### config.mk
export PLATFORM = sky130hd
export DESIGN_NAME = redmule_mesh_fixture
export DESIGN_NICKNAME = d
export VERILOG_FILES = /design/src/rtl/redmule_mesh_fixture_pkg.sv /design/src/rtl/redmule_mesh_eoc_collector.sv /design/src/rtl/redmule_mesh_fixture.sv
export SDC_FILE = /design/constraint.sdc
export NUM_CORES = 1
export LEC_CHECK = 0
export CAP_MARGIN = 20
export CORE_AREA = 2 2 98 100
export CTS_CLUSTER_SIZE = 14
export DETAILED_ROUTE_END_ITERATION = 10
export DIE_AREA = 0 0 100 102
export PLACE_DENSITY = 0.72
export SYNTH_ARGS = -nofsm -noshare
export SYNTH_HDL_FRONTEND = slang
export SYNTH_SLANG_ARGS = --single-unit
### constraint.sdc
create_clock -name clk_i -period 1.9 [get_ports clk_i]
set_input_delay 0.57 -clock clk_i [delete_from_list [all_inputs] [get_ports clk_i]]
set_output_delay 0.57 -clock clk_i [all_outputs]
set_load 0.02 [all_outputs]
### src/rtl/redmule_mesh_fixture_pkg.sv
// Shared types and constants for the mesh test fixture: FSM states and exit-code widths.
// Pure declarations; no logic, latency or flow control.
package redmule_mesh_fixture_pkg;

    localparam int EXIT_W = 8;
    localparam logic [EXIT_W-1:0] TIMEOUT_EXIT_CODE = 8'hFF;

    typedef enum logic [2:0] {
        RST_WAIT,
        IDLE,
        READY,
        RUN,
        DONE
    } state_e;

endpackage

### src/rtl/redmule_mesh_eoc_collector.sv
// Per-tile sticky exit-code capture: the first enabled eoc wins; a forced timeout code applies otherwise.
// Result registered one cycle after capture; no backpressure, the capture is held until reset.
module redmule_mesh_eoc_collector
    import redmule_mesh_fixture_pkg::*;
(
    input  logic              clk_i,
    input  logic              rst_ni,
    input  logic              en_i,
    input  logic              eoc_i,
    input  logic [EXIT_W-1:0] exit_i,
    input  logic              force_i,
    output logic              capture_o,
    output logic              captured_o,
    output logic [EXIT_W-1:0] exit_o
);

    logic              r_captured;
    logic [EXIT_W-1:0] r_exit;
    logic              w_capture;
    logic              w_force;

    assign w_capture = en_i & eoc_i & ~r_captured;
    // A real eoc arriving in the timeout cycle still reports the tile's own code.
    assign w_force   = force_i & ~r_captured & ~w_capture;

    always_ff @(posedge clk_i or negedge rst_ni) begin
        if (!rst_ni) begin
            r_captured <= 1'b0;
            r_exit     <= '0;
        end else if (w_capture) begin
            r_captured <= 1'b1;
            r_exit     <= exit_i;
        end else if (w_force) begin
            r_captured <= 1'b1;
            r_exit     <= TIMEOUT_EXIT_CODE;
        end
    end

    assign capture_o  = w_capture;
    assign captured_o = r_captured;
    assign exit_o     = r_exit;

endmodule

### src/rtl/redmule_mesh_fixture.sv
// Mesh fixture: tile reset hold, boot-address latch, run/fetch control, sticky eoc/exit collection.
// Outputs register one cycle after their trigger; no backpressure. REDMULE_MESH_TIMEOUT_EN adds a RUN watchdog.
module redmule_mesh_fixture
    import redmule_mesh_fixture_pkg::*;
#(
    parameter int N_TILES        = 4,
    parameter int RST_CYCLES     = 10,
    parameter int TIMEOUT_CYCLES = 1000000
) (
    input  logic                       clk_i,
    input  logic                       rst_ni,
    input  logic [31:0]                boot_addr_i,
    input  logic                       init_i,
    input  logic                       run_i,
    input  logic [N_TILES-1:0]         tile_eoc_i,
    input  logic [N_TILES*EXIT_W-1:0]  tile_exit_i,
    output logic                       reset_done_o,
    output logic [N_TILES-1:0]         tile_rst_no,
    output logic [31:0]                tile_boot_addr_o,
    output logic [N_TILES-1:0]         tile_fetch_en_o,
    output logic                       eoc_o,
    output logic [N_TILES*EXIT_W-1:0]  exit_code_o
);

    localparam int RST_CNT_W = (RST_CYCLES > 1) ? $clog2(RST_CYCLES + 1) : 1;
    localparam logic [RST_CNT_W-1:0] RST_LAST = RST_CNT_W'(RST_CYCLES - 1);

    state_e               r_state;
    state_e               w_next;
    logic [RST_CNT_W-1:0] r_rst_cnt;
    logic [31:0]          r_boot_addr;
    logic [N_TILES-1:0]   r_fetch_en;
    logic [N_TILES-1:0]   w_capture;
    logic [N_TILES-1:0]   w_captured;
    logic                 w_run;
    logic                 w_all_done;
    logic                 w_timeout;

    assign w_run      = (r_state == RUN);
    assign w_all_done = &(w_captured | w_capture);

`ifdef REDMULE_MESH_TIMEOUT_EN
    localparam int TO_W = $clog2(TIMEOUT_CYCLES + 1);
    logic [TO_W-1:0] r_run_cnt;

    always_ff @(posedge clk_i or negedge rst_ni) begin
        if (!rst_ni) begin
            r_run_cnt <= '0;
        end else if (w_run) begin
            r_run_cnt <= r_run_cnt + 1'b1;
        end else begin
            r_run_cnt <= '0;
        end
    end

    assign w_timeout = w_run && (r_run_cnt == TO_W'(TIMEOUT_CYCLES - 1));
`else
    logic w_unused_timeout;
    assign w_unused_timeout = (TIMEOUT_CYCLES > 0);
    assign w_timeout        = 1'b0;
`endif

    always_comb begin
        w_next = r_state;
        case (r_state)
            RST_WAIT: if (r_rst_cnt == RST_LAST) w_next = IDLE;
            IDLE:     if (init_i) w_next = READY;
            READY:    if (run_i) w_next = RUN;
            RUN:      if (w_all_done || w_timeout) w_next = DONE;
            DONE:     w_next = DONE;
            default:  w_next = RST_WAIT;
        endcase
    end

    always_ff @(posedge clk_i or negedge rst_ni) begin
        if (!rst_ni) begin
            r_state     <= RST_WAIT;
            r_rst_cnt   <= '0;
            r_boot_addr <= '0;
            r_fetch_en  <= '0;
        end else begin
            r_state <= w_next;
            if (r_state == RST_WAIT) begin
                r_rst_cnt <= r_rst_cnt + 1'b1;
            end
            // Address latch and run start share an edge, so a combined pulse boots from the new address.
            if (init_i && (r_state == IDLE || r_state == READY)) begin
                r_boot_addr <= boot_addr_i;
            end
            if (r_state == READY && run_i) begin
                r_fetch_en <= '1;
            end else if (w_run) begin
                r_fetch_en <= w_timeout ? '0 : (r_fetch_en & ~w_capture);
            end
        end
    end

    for (genvar g = 0; g < N_TILES; g++) begin : g_tile
        redmule_mesh_eoc_collector u_collector (
            .clk_i      (clk_i),
            .rst_ni     (rst_ni),
            .en_i       (w_run),
            .eoc_i      (tile_eoc_i[g]),
            .exit_i     (tile_exit_i[g*EXIT_W +: EXIT_W]),
            .force_i    (w_timeout),
            .capture_o  (w_capture[g]),
            .captured_o (w_captured[g]),
            .exit_o     (exit_code_o[g*EXIT_W +: EXIT_W])
        );
    end

    assign reset_done_o     = (r_state != RST_WAIT);
    assign tile_rst_no      = {N_TILES{reset_done_o}};
    assign tile_boot_addr_o = r_boot_addr;
    assign tile_fetch_en_o  = r_fetch_en;
    assign eoc_o            = (r_state == DONE);

endmodule

==> impl_metrics.yaml, run 1 <==
run_status:
  status: "finished clean"
synthesis:
  synth_fa_ha_area_share_pct: 0.793
  ys_seq_area_share_pct: 62.6
  synth-compound-area-share_pct: 3.53
  netlist_area_um2: 3160
  synth_nets: 272
  yosys.area_share.simple_pct: 5.87
  synthCells: 198
  synth_top_family_by_area: "multiplexers"
  yosys_warnings: 0
  synth-seq-cells: 79
  synth_cell_type_count: 26
  syn_area_per_cell_um2: 15.9
  synth-xor-area-share_pct: 1.11
  synthMuxAreaShare_pct: 22.8
detailed_routing:
  drt-total-wl_um: 7040
  final_antenna_net_count: 0
  vias: 2235
  dr.pass1.iters: 4
  drtIter0Drc: 21
  drc_errors: 0
  viasPerCell: 4.63
  routedWlPerCell_um: 14.6
power:
  p_switching_mw: 3.06
  peakVddDrop_v: 0.000737
  p_total_mw: 8.71
  pwr-share-comb_pct: 48.7
  power_density_nw_per_um2: 1670
  swShare_pct: 35.1
  internal-power_mw: 5.65
  p_clk_share_pct: 17.1
  leakagePower_nw: 2.68
  pwr-share-seq_pct: 34.1
cells_and_area:
  drive_above_1_share_pct: 28.5
  fillers: 755
  nNetsFinal: 441
  synthToLayoutAreaGrowth_pct: 65.0
  n_antenna_cell: 0
timing:
  worstMarginPinSlew_ps: 418
  post-route-period-util_pct: 98.0
  slew_headroom_pct: 72.1
  finalHoldViolations: 0
  skew_ps: 11.4
  setup_viol: 0
  setup_slack_ps: 37.4
  fin_crit_ps: 1860
  rsz0062_at_grt: "false"
  fin_tns_setup_ps: 0
  slew_violations: 0
  fmax_mhz: 537
setup_path:
  cp.depth: 1
  critPathCaptureType: "output port"
  cp.required_ps: 1330
  start_kind: "register"
  cp_slowest_cell: "clkdlybuf4s50_1"
  crit_buf_inv: 1
  cp_cell_sequence: "clkdlybuf4s50_1"
  critPathMaxFanout: 2
  path_class: "register to output port"
  cp_top_family: "buffers and inverters"
  reg2reg_depth: 5
  worst-endpoint-arrival_ps: 1290
  slowest_delay_ps: 610
place:
  preCtsSetupSlack_ps: -114
  hpwl_um: 5180
  routabilityCongestion: 0.675
  io_buffers: 145
clock_network:
  cts_made_buffers: 9
  h-tree-depth: 3
  hold_buffers: 0
  path_clk_slew_ps: 70
  cts_root_buffer: "clkbuf_8"
  clock_sinks: 79
  clk_latency_ps: 340
  clk_path_buf_depth: 2
  cts_tree: "built"
floorplanning:
  die_w_um: 100
  die-area_um2: 10200
  core-area_um2: 9110
  die_y_um: 102
  pin_count: 146
  num_rows: 35
  initial_utilization_pct: 34.6
global_route:
  grt_max_degree: 80
  grt_pass1_vias: 2388
  grt_first_pass_wirelength_um: 11300
  gr-usage-all-layers_pct: 14.1
  antenna_found_initial: 0
  gr-total-overflow: 0
hold_path:
  hold_class: "primary input to async pin"
job:
  cap_violations: 0
-- worst register-to-register path: cells and delay by family (launching register included) --
kind / cells / cell delay, ps
xor gates and xnor gates: 1 / 150
buffers and inverters: 2 / 390
DFF: 1 / 430
muxes: 1 / 370
and+or+nand+nor: 1 / 220
-- flip-flops by register name, indices dropped and copies added, names as in the netlist --
register	flops
r_rst_cnt	4
tile_fetch_en_o	4
g_tile.u_collector.exit_o	32
r_state	3
g_tile.u_collector.captured_o	4
tile_boot_addr_o	32
-- power groups by stage --
stage | combinational, mW | clock, mW | sequential [mW]
floorplan | 1.56 | 0 | 3.89
global placement | 4.47 | 0 | 3.00
detailed placement | 4.56 | 0 | 3.04
CTS | 4.41 | 1.54 | 3.01
global route | 4.53 | 1.61 | 3.10
finish | 4.25 | 1.49 | 2.97
-- final cells by class --
class	count	area (um2)	share of cell area (%)
Inverter	6	22.5	0.432
Multi-Input combinational cell	104	1090	20.9
Tap cell	111	139	2.67
Clock inverter	3	90.1	1.73
Sequential cell	79	1980	38.0
Timing Repair Buffer	167	1740	33.5
Clock buffer	13	149	2.86
-- cells in the final DEF, fill, tap and decap left out, types with 4 or more instances in the layout --
master / synthesis / routed
buf_12: 0 / 5
nor3b_4: 5 / 5
buf_2: 0 / 6
mux2_1: 8 / 8
dfrtp_1: 79 / 79
a21o_1: 5 / 5
buf_4: 6 / 18
clkdlybuf4s50_1: 0 / 83
mux2_2: 56 / 56
clkbuf_8: 0 / 10
dlygate4sd2_1: 0 / 11
o21bai_1: 4 / 4
dlymetal6s2s_1: 0 / 44
inv_1: 6 / 6
-- metrics by stage --
| stage | area, um2 | hold WS (ps) | std cells | utilization (%) |
|---|---|---|---|---|
| final | 5210 | 250 | 483 | 57.2 |
| after global routing | 5210 | 265 | 483 | 57.2 |
| after CTS | 5100 | 261 | 483 | 56.0 |
| after detailed placement | 4900 | 468 | 467 | 53.8 |
| after global placement | 4900 | 462 | 467 | 53.8 |
| after floorplan | 3160 | 274 | 198 | - |
-- logic make-up after synthesis --
kind of cell,count (synthesis)
flip-flops,79
multiplexers,64
AND/OR/NAND/NOR,18
AO/OA/AOI/OAI,16
buffers and inverters,15
XOR/XNOR,4
adder cells (fa/ha/maj),2
-- metal layers --
layer	wire length (um)	GRT usage [%]	up-vias	part of all wire [%]
li1	-	-	1030	-
met1	2900	16.1	1097	41
met2	3470	24.4	97	49
met5	0	0	-	0
met3	549	5.06	11	7.8
met4	121	5.16	0	1.7
-- worst paths after layout --
kind	startpoint	endpoint	slack, ps
worst max-delay path	tile_boot_addr_o[17]	tile_boot_addr_o[17]	40
worst min-delay path	rst_ni	tile_boot_addr_o[6]	250
worst max register to register	r_state[0]	tile_boot_addr_o[28]	220
worst min register to register	r_rst_cnt[3]	r_rst_cnt[3]	480
max in group asynchronous	rst_ni	g_tile[0].u_collector.exit_o[5]	1330
min in group clk_i	r_rst_cnt[3]	r_rst_cnt[3]	480
-- cells in the mapped netlist --
cell,count,area share [%]
nand4b_1,1,0.28
nor4bb_1,1,0.32
nand3b_4,1,0.63
nor3b_1,1,0.24
nor2_1,3,0.36
inv_1,6,0.71
and3b_1,1,0.28
ha_1,2,0.79
o21bai_1,4,0.95
buf_6,3,1.1
a21o_1,5,1.2
nor3_1,1,0.16
xnor2_1,3,0.83
nor3b_4,5,3.0
mux2_1,8,2.9
a311oi_1,1,0.28
nor2b_1,1,0.20
mux2_2,56,20
o211ai_1,1,0.24
buf_4,6,1.4
dfrtp_1,79,63
nand2_1,2,0.24
nand4_1,1,0.20
o22ai_1,2,0.40
a21oi_1,3,0.48
xor2_1,1,0.28
-- repair_timing --
action | 4_1_cts | 5_1_grt
setup endpoints to repair | 17 | 44
setup buffers | 0 | 0
hold endpoints to repair | 0 | 0
pin swaps | 1 | 0
resized for setup | 37 | 44
Power figures use the tool's default switching activity.
==> run 2, diff against run 1 <==
==> constraint.sdc (replaced) <==
create_clock -name clk_i -period 1.9 [get_ports clk_i]
set_input_delay 0.57 -clock clk_i [delete_from_list [all_inputs] [get_ports clk_i]]
set_output_delay 0.57 -clock clk_i [all_outputs]
set_load 0.1 [all_outputs]
==> run 2 against run 1 <==
  * The run now ends with setup timing left
  * Non-clock buffer count rose by 1
  * Cell count stayed put
  * Register-to-register slack worse by 80 ps
  * Clock skew fell by 7.6 ps
  * Die area unchanged
  * Via count barely moved
  * First-iteration DRC count up 52%
  * Critical path type unchanged
==> impl_metrics.yaml, run 2 (synthesis results as in run 1) <==
run_status:
  status: "complete, but fails checks"
  violations: "setup timing"
detailed_routing:
  final_antenna_net_count: 0
  drc_errors: 0
  dr.pass1.iters: 4
  routedWlPerCell_um: 14.9
  vias: 2233
  drt-total-wl_um: 7200
  viasPerCell: 4.62
  drtIter0Drc: 32
timing:
  hold_slack_ps: 160
  finalHoldViolations: 0
  setup_viol: 6
  fin_tns_setup_ps: -1130
  post-route-period-util_pct: 110
  skew_ps: 3.77
  fmax_mhz: 478
  rsz0062_at_grt: "true"
  setup_slack_ps: -192
  worstMarginPinSlew_ps: 411
  slew_violations: 0
  fin_crit_ps: 2090
  slew_headroom_pct: 72.6
setup_path:
  cp_slowest_cell: "dfrtp_1"
  worst-endpoint-arrival_ps: 1520
  cp.required_ps: 1330
  path_class: "register to output port"
  cp_cell_sequence: "nor3_4, clkinvlp_4, buf_12"
  cp_top_family: "buffers and inverters"
  critPathCaptureType: "output port"
  crit_buf_inv: 2
  critPathMaxFanout: 5
  slowest_delay_ps: 410
  start_kind: "register"
cells_and_area:
  fillers: 675
  post-route-util_pct: 64.8
  drive_above_1_share_pct: 47.6
  final_cell_mix: "79 x buf_12, 78 x dfrtp_1, 70 x clkdlybuf4s50_1"
  layout_commonest_cell: "buf_12"
  fin_cells: 483
  synthToLayoutAreaGrowth_pct: 86.9
  nNetsFinal: 442
  n_antenna_cell: 0
place:
  hpwl_um: 5520
  routabilityCongestion: 0.741
  io_buffers: 145
  dp.cells: 463
global_route:
  antenna_found_initial: 0
  grt_first_pass_wirelength_um: 11800
  grt_pass1_vias: 2410
  grt_max_degree: 34
  gr-usage-all-layers_pct: 14.9
  gr-total-overflow: 0
floorplanning:
  die_y_um: 102
  initial_utilization_pct: 34.6
  die-area_um2: 10200
  core-area_um2: 9110
  num_rows: 35
  die_w_um: 100
  pin_count: 146
clock_network:
  h-tree-depth: 3
  clk_latency_ps: 340
  path_clk_slew_ps: 80
  cts_tree: "built"
  hold_buffers: 0
  clk_path_buf_depth: 2
  cts_made_buffers: 9
  cts_root_buffer: "clkbuf_8"
  clock_sinks: 79
job:
  cap_violations: 0
hold_path:
  hold_class: "primary input to async pin"
==> run 2: final cells by class <==
type,count,area (um2),area share (%)
Clock inverter,4,95.1,1.61
Timing Repair Buffer,168,2430,41.2
Sequential cell,79,1980,33.5
Inverter,6,26.3,0.445
Tap cell,111,139,2.35
Multi-Input combinational cell,104,1100,18.6
Clock buffer,11,131,2.23
==> run 2: timing repair <==
action / 4_1_cts / 5_1_grt
gates resized for setup: 0 / 2
setup endpoints to repair: 6 / 6
setup buffers: 3 / 2
gates cloned: 0 / 0
pin swaps: 2 / 2
==> run 2: final timing paths <==
path                            depth (start not counted)  slack, ps    startpoint              endpoint
worst max-delay path                                    3       -190    r_state[0]          reset_done_o
worst min-delay path                                    1        160        rst_ni  tile_boot_addr_o[27]
worst max register to register                          6        140    r_state[0]  tile_boot_addr_o[19]
worst min register to register                          1        490  r_rst_cnt[3]          r_rst_cnt[3]
max in group asynchronous                               2       1170        rst_ni  tile_boot_addr_o[22]
min in group clk_i                                      1        490  r_rst_cnt[3]          r_rst_cnt[3]
==> run 2: worst register-to-register path, cell delays in order, from the launching register on <==
cell and delay (ps):
dfrtp_1 410, buf_4 150, buf_4 120, xnor2_1 140, nor3b_4 220, buf_12 230, mux2_2 370
==> run 2: routing by layer <==
| metal | vias up | track usage, % | wire (um) |
|---|---|---|---|
| met3 | 10 | 6.16 | 622 |
| met1 | 1090 | 17.4 | 2890 |
| met4 | 0 | 4.43 | 92 |
| met5 | - | 0 | 0 |
| li1 | 1036 | - | - |
| met2 | 97 | 25.4 | 3590 |
==> run 2: metrics by stage <==
stage,instance area [um2],setup slack (ps)
after floorplan,3200,-424
after global placement,5630,-75.7
after detailed placement,5630,-101
after CTS,5880,-230
after global routing,5900,-276
final,5900,-192
Power of run 2 is not shown: default switching activity piles up to over one toggle a cycle in this logic, so the estimate is an artifact.
==> RTL edit 1 (settings of run 2) <==
Set the parameter `RST_CYCLES` to 20 (it was 10).
--- a/src/rtl/redmule_mesh_fixture.sv
+++ b/src/rtl/redmule_mesh_fixture.sv
@@ -6,3 +6,3 @@
     parameter int N_TILES        = 4,
-    parameter int RST_CYCLES     = 10,
+    parameter int RST_CYCLES     = 20,
     parameter int TIMEOUT_CYCLES = 1000000
Function: same outputs for any inputs over 10 cycles, from zero or initial values and one cycle with rst_ni low; that may be too few to reach the edited logic, so the function may still have changed.
==> RTL edit 1 against run 2 <==
The flow still finishes with violations (negative setup slack). Area after synthesis grew 0.91%. Global-route usage grew 0.31 points. Via count increased by 2.0%. Sequential cell count rose by 1. Worst hold slack worse by 0.14 ns. First-iteration DRC count is 25% lower. Die area is the same. Design area is 0.53% higher. Non-clock buffer count grew 1. Worst setup slack improved by 0.072 ns. Routed wire length up 4.0%.
Power is left out: the tool's default activity adds up to more than one toggle a clock period on the data nets, which glitch-free logic cannot reach.
==> RTL edit 1: results (changes against run 2) <==
- Status: finished, violations left
- Violated checks: negative setup slack
- Least-Margin Pin Slew: 0.3077 ns (-0.1032 ns)
- Met2 GRT Util: 26.30% (+0.88 points)
- Top cells by area, synth: dfrtp_1, mux2_2, nor3b_4
- 1st-pass router iterations: 4 (unchanged)
- DRT iter0 DRCs: 24 (-25%)
- Clock Skews: 0.008074 ns (+0.004301 ns)
- M1 wire length: 2.956 mm (+2.4%)
- Worst Setup SP: r_state[2]
- Final setup violation count: 6 (unchanged)
- Slack of the worst reg-to-reg path: 0.11 ns (-0.03 ns)
- Metal3 WL: 513 um (-18%)
- Vias in the first global route: 2474 (+2.7%)
- CP max-delay cell: dfrtp_2
- WL final: 7.484 mm (+4.0%)
- Placed cell area: 5635 sq um (+0.11%)
- Total GRT Usage: 15.24% (+0.31 points)
- Port Buffers: 145 (unchanged)
- Pre-CTS WS: -0.06983 ns (+0.03134 ns)
- Number of fill cells in the layout: 668 (-1.0%)
- Largest net degree at the start of global routing: 52 (+53%)
- Worst hold path type: in -> async
- Fraction of layout cells with a size suffix above 1: 49.60% (+2.0 points)
- Postcts setup bufs: 4 (+1)
- Setup TNS: -0.6112 ns (+0.5176 ns)
- Finished Layout Cells: 486 (+0.62%)
- Reg2reg end: tile_boot_addr_o[9]
- Count of cell types in the netlist: 29 (+12%)
- GR met1 Demand/Resource: 18.26% (+0.82 points)
- Sequential-to-total area share from yosys stat: 62.87% (+0.22 points)
- Post-CTS resize count: 5 (+5)
- Synthesized Nets: 275 (+1.1%)
- RR Startpoint: r_state[1]
- Cells after Synth: 202 (+2.0%)
- Final Wtd Congestion: 0.6810 (-8.1%)
- Detailed Place HPWL: 5.807 mm (+5.1%)
- Setup WS post-layout: -0.1202 ns (+0.07218 ns)
- Met3 usage: 4.378% (-1.8 points)
- Vias per cell: 4.685 (+1.3%)
- Top cells by count, synth: dfrtp_1, mux2_2, buf_4, inv_1, a21o_1
- First-pass GRT wire length: 12.08 mm (+2.2%)
RTL edit 1: cell types whose count changed after synthesis, sizes merged, moves of 2 or more:
cell           run 2  this run
clkbuf             0         2
nand4              1         3
a21oi              3         1
nor3b              6         4
RTL edit 1: cell families (layout without fill, tap and decap cells):
group                      after synthesis  after routing  synth area share [%]
muxes                                   65             65                 22.99
xor gates and xnor gates                 5              5                 1.375
buffers and inverters                   17            190                 3.457
and+or+nand+nor                         18             18                 5.344
AOI/OAI and AO/OA                       16             16                 3.576
adders and majority gates                1              1                0.3929
DFF                                     80             80                 62.87
RTL edit 1: cell type report:
class	count	area, sq um	share of cell area [%]
clock buffers	10	137.6	2.321
clock inverters	5	81.33	1.372
inverters	6	26.28	0.4431
multi-input cells	105	1095	18.46
flip-flops and latches	80	2003	33.78
well taps	111	138.9	2.342
repair buffers	169	2447	41.27
==> RTL edit 2 (config.mk and constraints of run 2) <==
Without the edit above. The 5 states of `state_e` get a one-hot encoding in 5 bits.
--- a/src/rtl/redmule_mesh_fixture_pkg.sv
+++ b/src/rtl/redmule_mesh_fixture_pkg.sv
@@ -7,8 +7,8 @@
 
-    typedef enum logic [2:0] {
-        RST_WAIT,
-        IDLE,
-        READY,
-        RUN,
-        DONE
+    typedef enum logic [4:0] {
+        RST_WAIT = 5'b00001,
+        IDLE     = 5'b00010,
+        READY    = 5'b00100,
+        RUN      = 5'b01000,
+        DONE     = 5'b10000
     } state_e;
Function: same outputs for any inputs over 10 cycles, from zero or initial values and one cycle with rst_ni low; not proved beyond that.
==> RTL edit 2 against run 2 <==
The flow still finishes with violations (negative setup slack). Worst setup slack got worse by 0.39 ns. Design area increased by 6.0%. Sequential cell count increased by 2. Routed wire length increased by 15%. Global-route usage increased by 1.2 points. Count of clock-buffer cells in the layout unchanged. Critical path depth increased by 2. Area after synthesis increased by 2.9%. First-iteration DRC count increased by 22%.
==> RTL edit 2: results (changes against run 2) <==
- Clock-cell share: 3.143% (-0.70 points)
- Slew HR: 73.93% (+1.3 points)
- Critical Path Fanout Max: 6 (+1)
- Met2 GRT Util: 28.38% (+3.0 points)
- Arrival time worst endpoint: 1.91 ns (+0.39 ns)
- Final setup violation count: 40 (+34)
- Count of cell types in the netlist: 33 (+27%)
- Violated checks: negative setup slack
- Total GRT Usage: 16.14% (+1.2 points)
- Top cells by count, synth: dfrtp_1, mux2_2, inv_1
- Setup TNS: -7.221 ns (-6.093 ns)
- Pre-CTS WS: -0.3256 ns (-0.2245 ns)
- Synthesized Nets: 288 (+5.9%)
- CP max-delay cell: dfstp_2
- Compound-Gate Fraction of Synth Area: 3.274% (-0.25 points)
- Fraction of layout cells with a size suffix above 1: 50.76% (+3.2 points)
- Met3 usage: 3.488% (-2.7 points)
- Final Wtd Congestion: 0.7047 (-5.0%)
- Sequential cell area share: 32.47% (-1.1 points)
- Post-layout net count: 465 (+5.2%)
- Largest net degree at the start of global routing: 37 (+8.8%)
- Synth Area in XOR/XNOR: 1.348% (+0.24 points)
- Top cells by area, synth: dfrtp_1, mux2_2, nor3b_4
- Multi-input gate share of total cell area: 20.50% (+1.9 points)
- Post-Synth Adder-Cell Area: 0.7704% (-0.023 points)
- Setup WS post-layout: -0.5819 ns (-0.3896 ns)
- Clock Skews: 0.01221 ns (+0.008437 ns)
- Sequential-to-total area share from yosys stat: 62.44% (-0.21 points)
- Drt wl/cell: 16.39 um (+10%)
- Detailed Place HPWL: 5.900 mm (+6.8%)
- First-pass GRT wire length: 12.73 mm (+7.7%)
- DRT iter0 DRCs: 39 (+22%)
- Status: finished, violations left
## RTL edit 2: cell count changes after synthesis, moves of 3 or more
cell / change
a21o_1: -4
a31oi_1: +4
inv_1: +6
mux2_1: -7
mux2_2: +7
o21ai_0: +3
## RTL edit 2: final timing paths
kind                       slack, ns    startpoint                         endpoint  cells past startpoint
max                            -0.58    r_state[0]                   tile_rst_no[0]                      5
min                             0.14        rst_ni  g_tile[0].u_collector.exit_o[2]                      1
max reg2reg                    -0.19    r_state[0]  g_tile[0].u_collector.exit_o[3]                      8
min reg2reg                     0.49  r_rst_cnt[3]                     r_rst_cnt[3]                      1
max in group asynchronous       1.16        rst_ni              tile_boot_addr_o[1]                      2
min in group clk_i              0.49  r_rst_cnt[3]                     r_rst_cnt[3]                      1
## RTL edit 2: metrics by stage
stage / power (W) / cell area [sq um] / cells / hold slack, ns / util [%]
after floorplan: 0.006389 / 3308 / 214 / 0.2744 / -
after global placement: 0.008721 / 5777 / 479 / 0.4674 / 63.42
after detailed placement: 0.008816 / 5777 / 479 / 0.4862 / 63.42
after CTS: 0.01017 / 6016 / 498 / 0.1393 / 66.04
after global routing: 0.01051 / 6250 / 507 / 0.1521 / 68.61
final: 0.01015 / 6250 / 507 / 0.1431 / 68.61
## RTL edit 2: repair_timing
item,CTS,global route
setup endpoints to repair,7,41
pin swaps,1,5
setup buffers,3,8
gates resized for setup,2,31
gates cloned,0,1
## RTL edit 2: report_power, final
group          internal [W]  switching [W]
Combinational       0.00237        0.00389
Sequential          0.00217       0.000464
Clock              0.000639       0.000621
## RTL edit 2: critical path, delay by kind of cell, from the launching register on
family | cells | cell delay, ns
AND/OR/NAND/NOR | 2 | 0.58
buffers and inverters | 3 | 0.46
flip-flops | 1 | 0.53
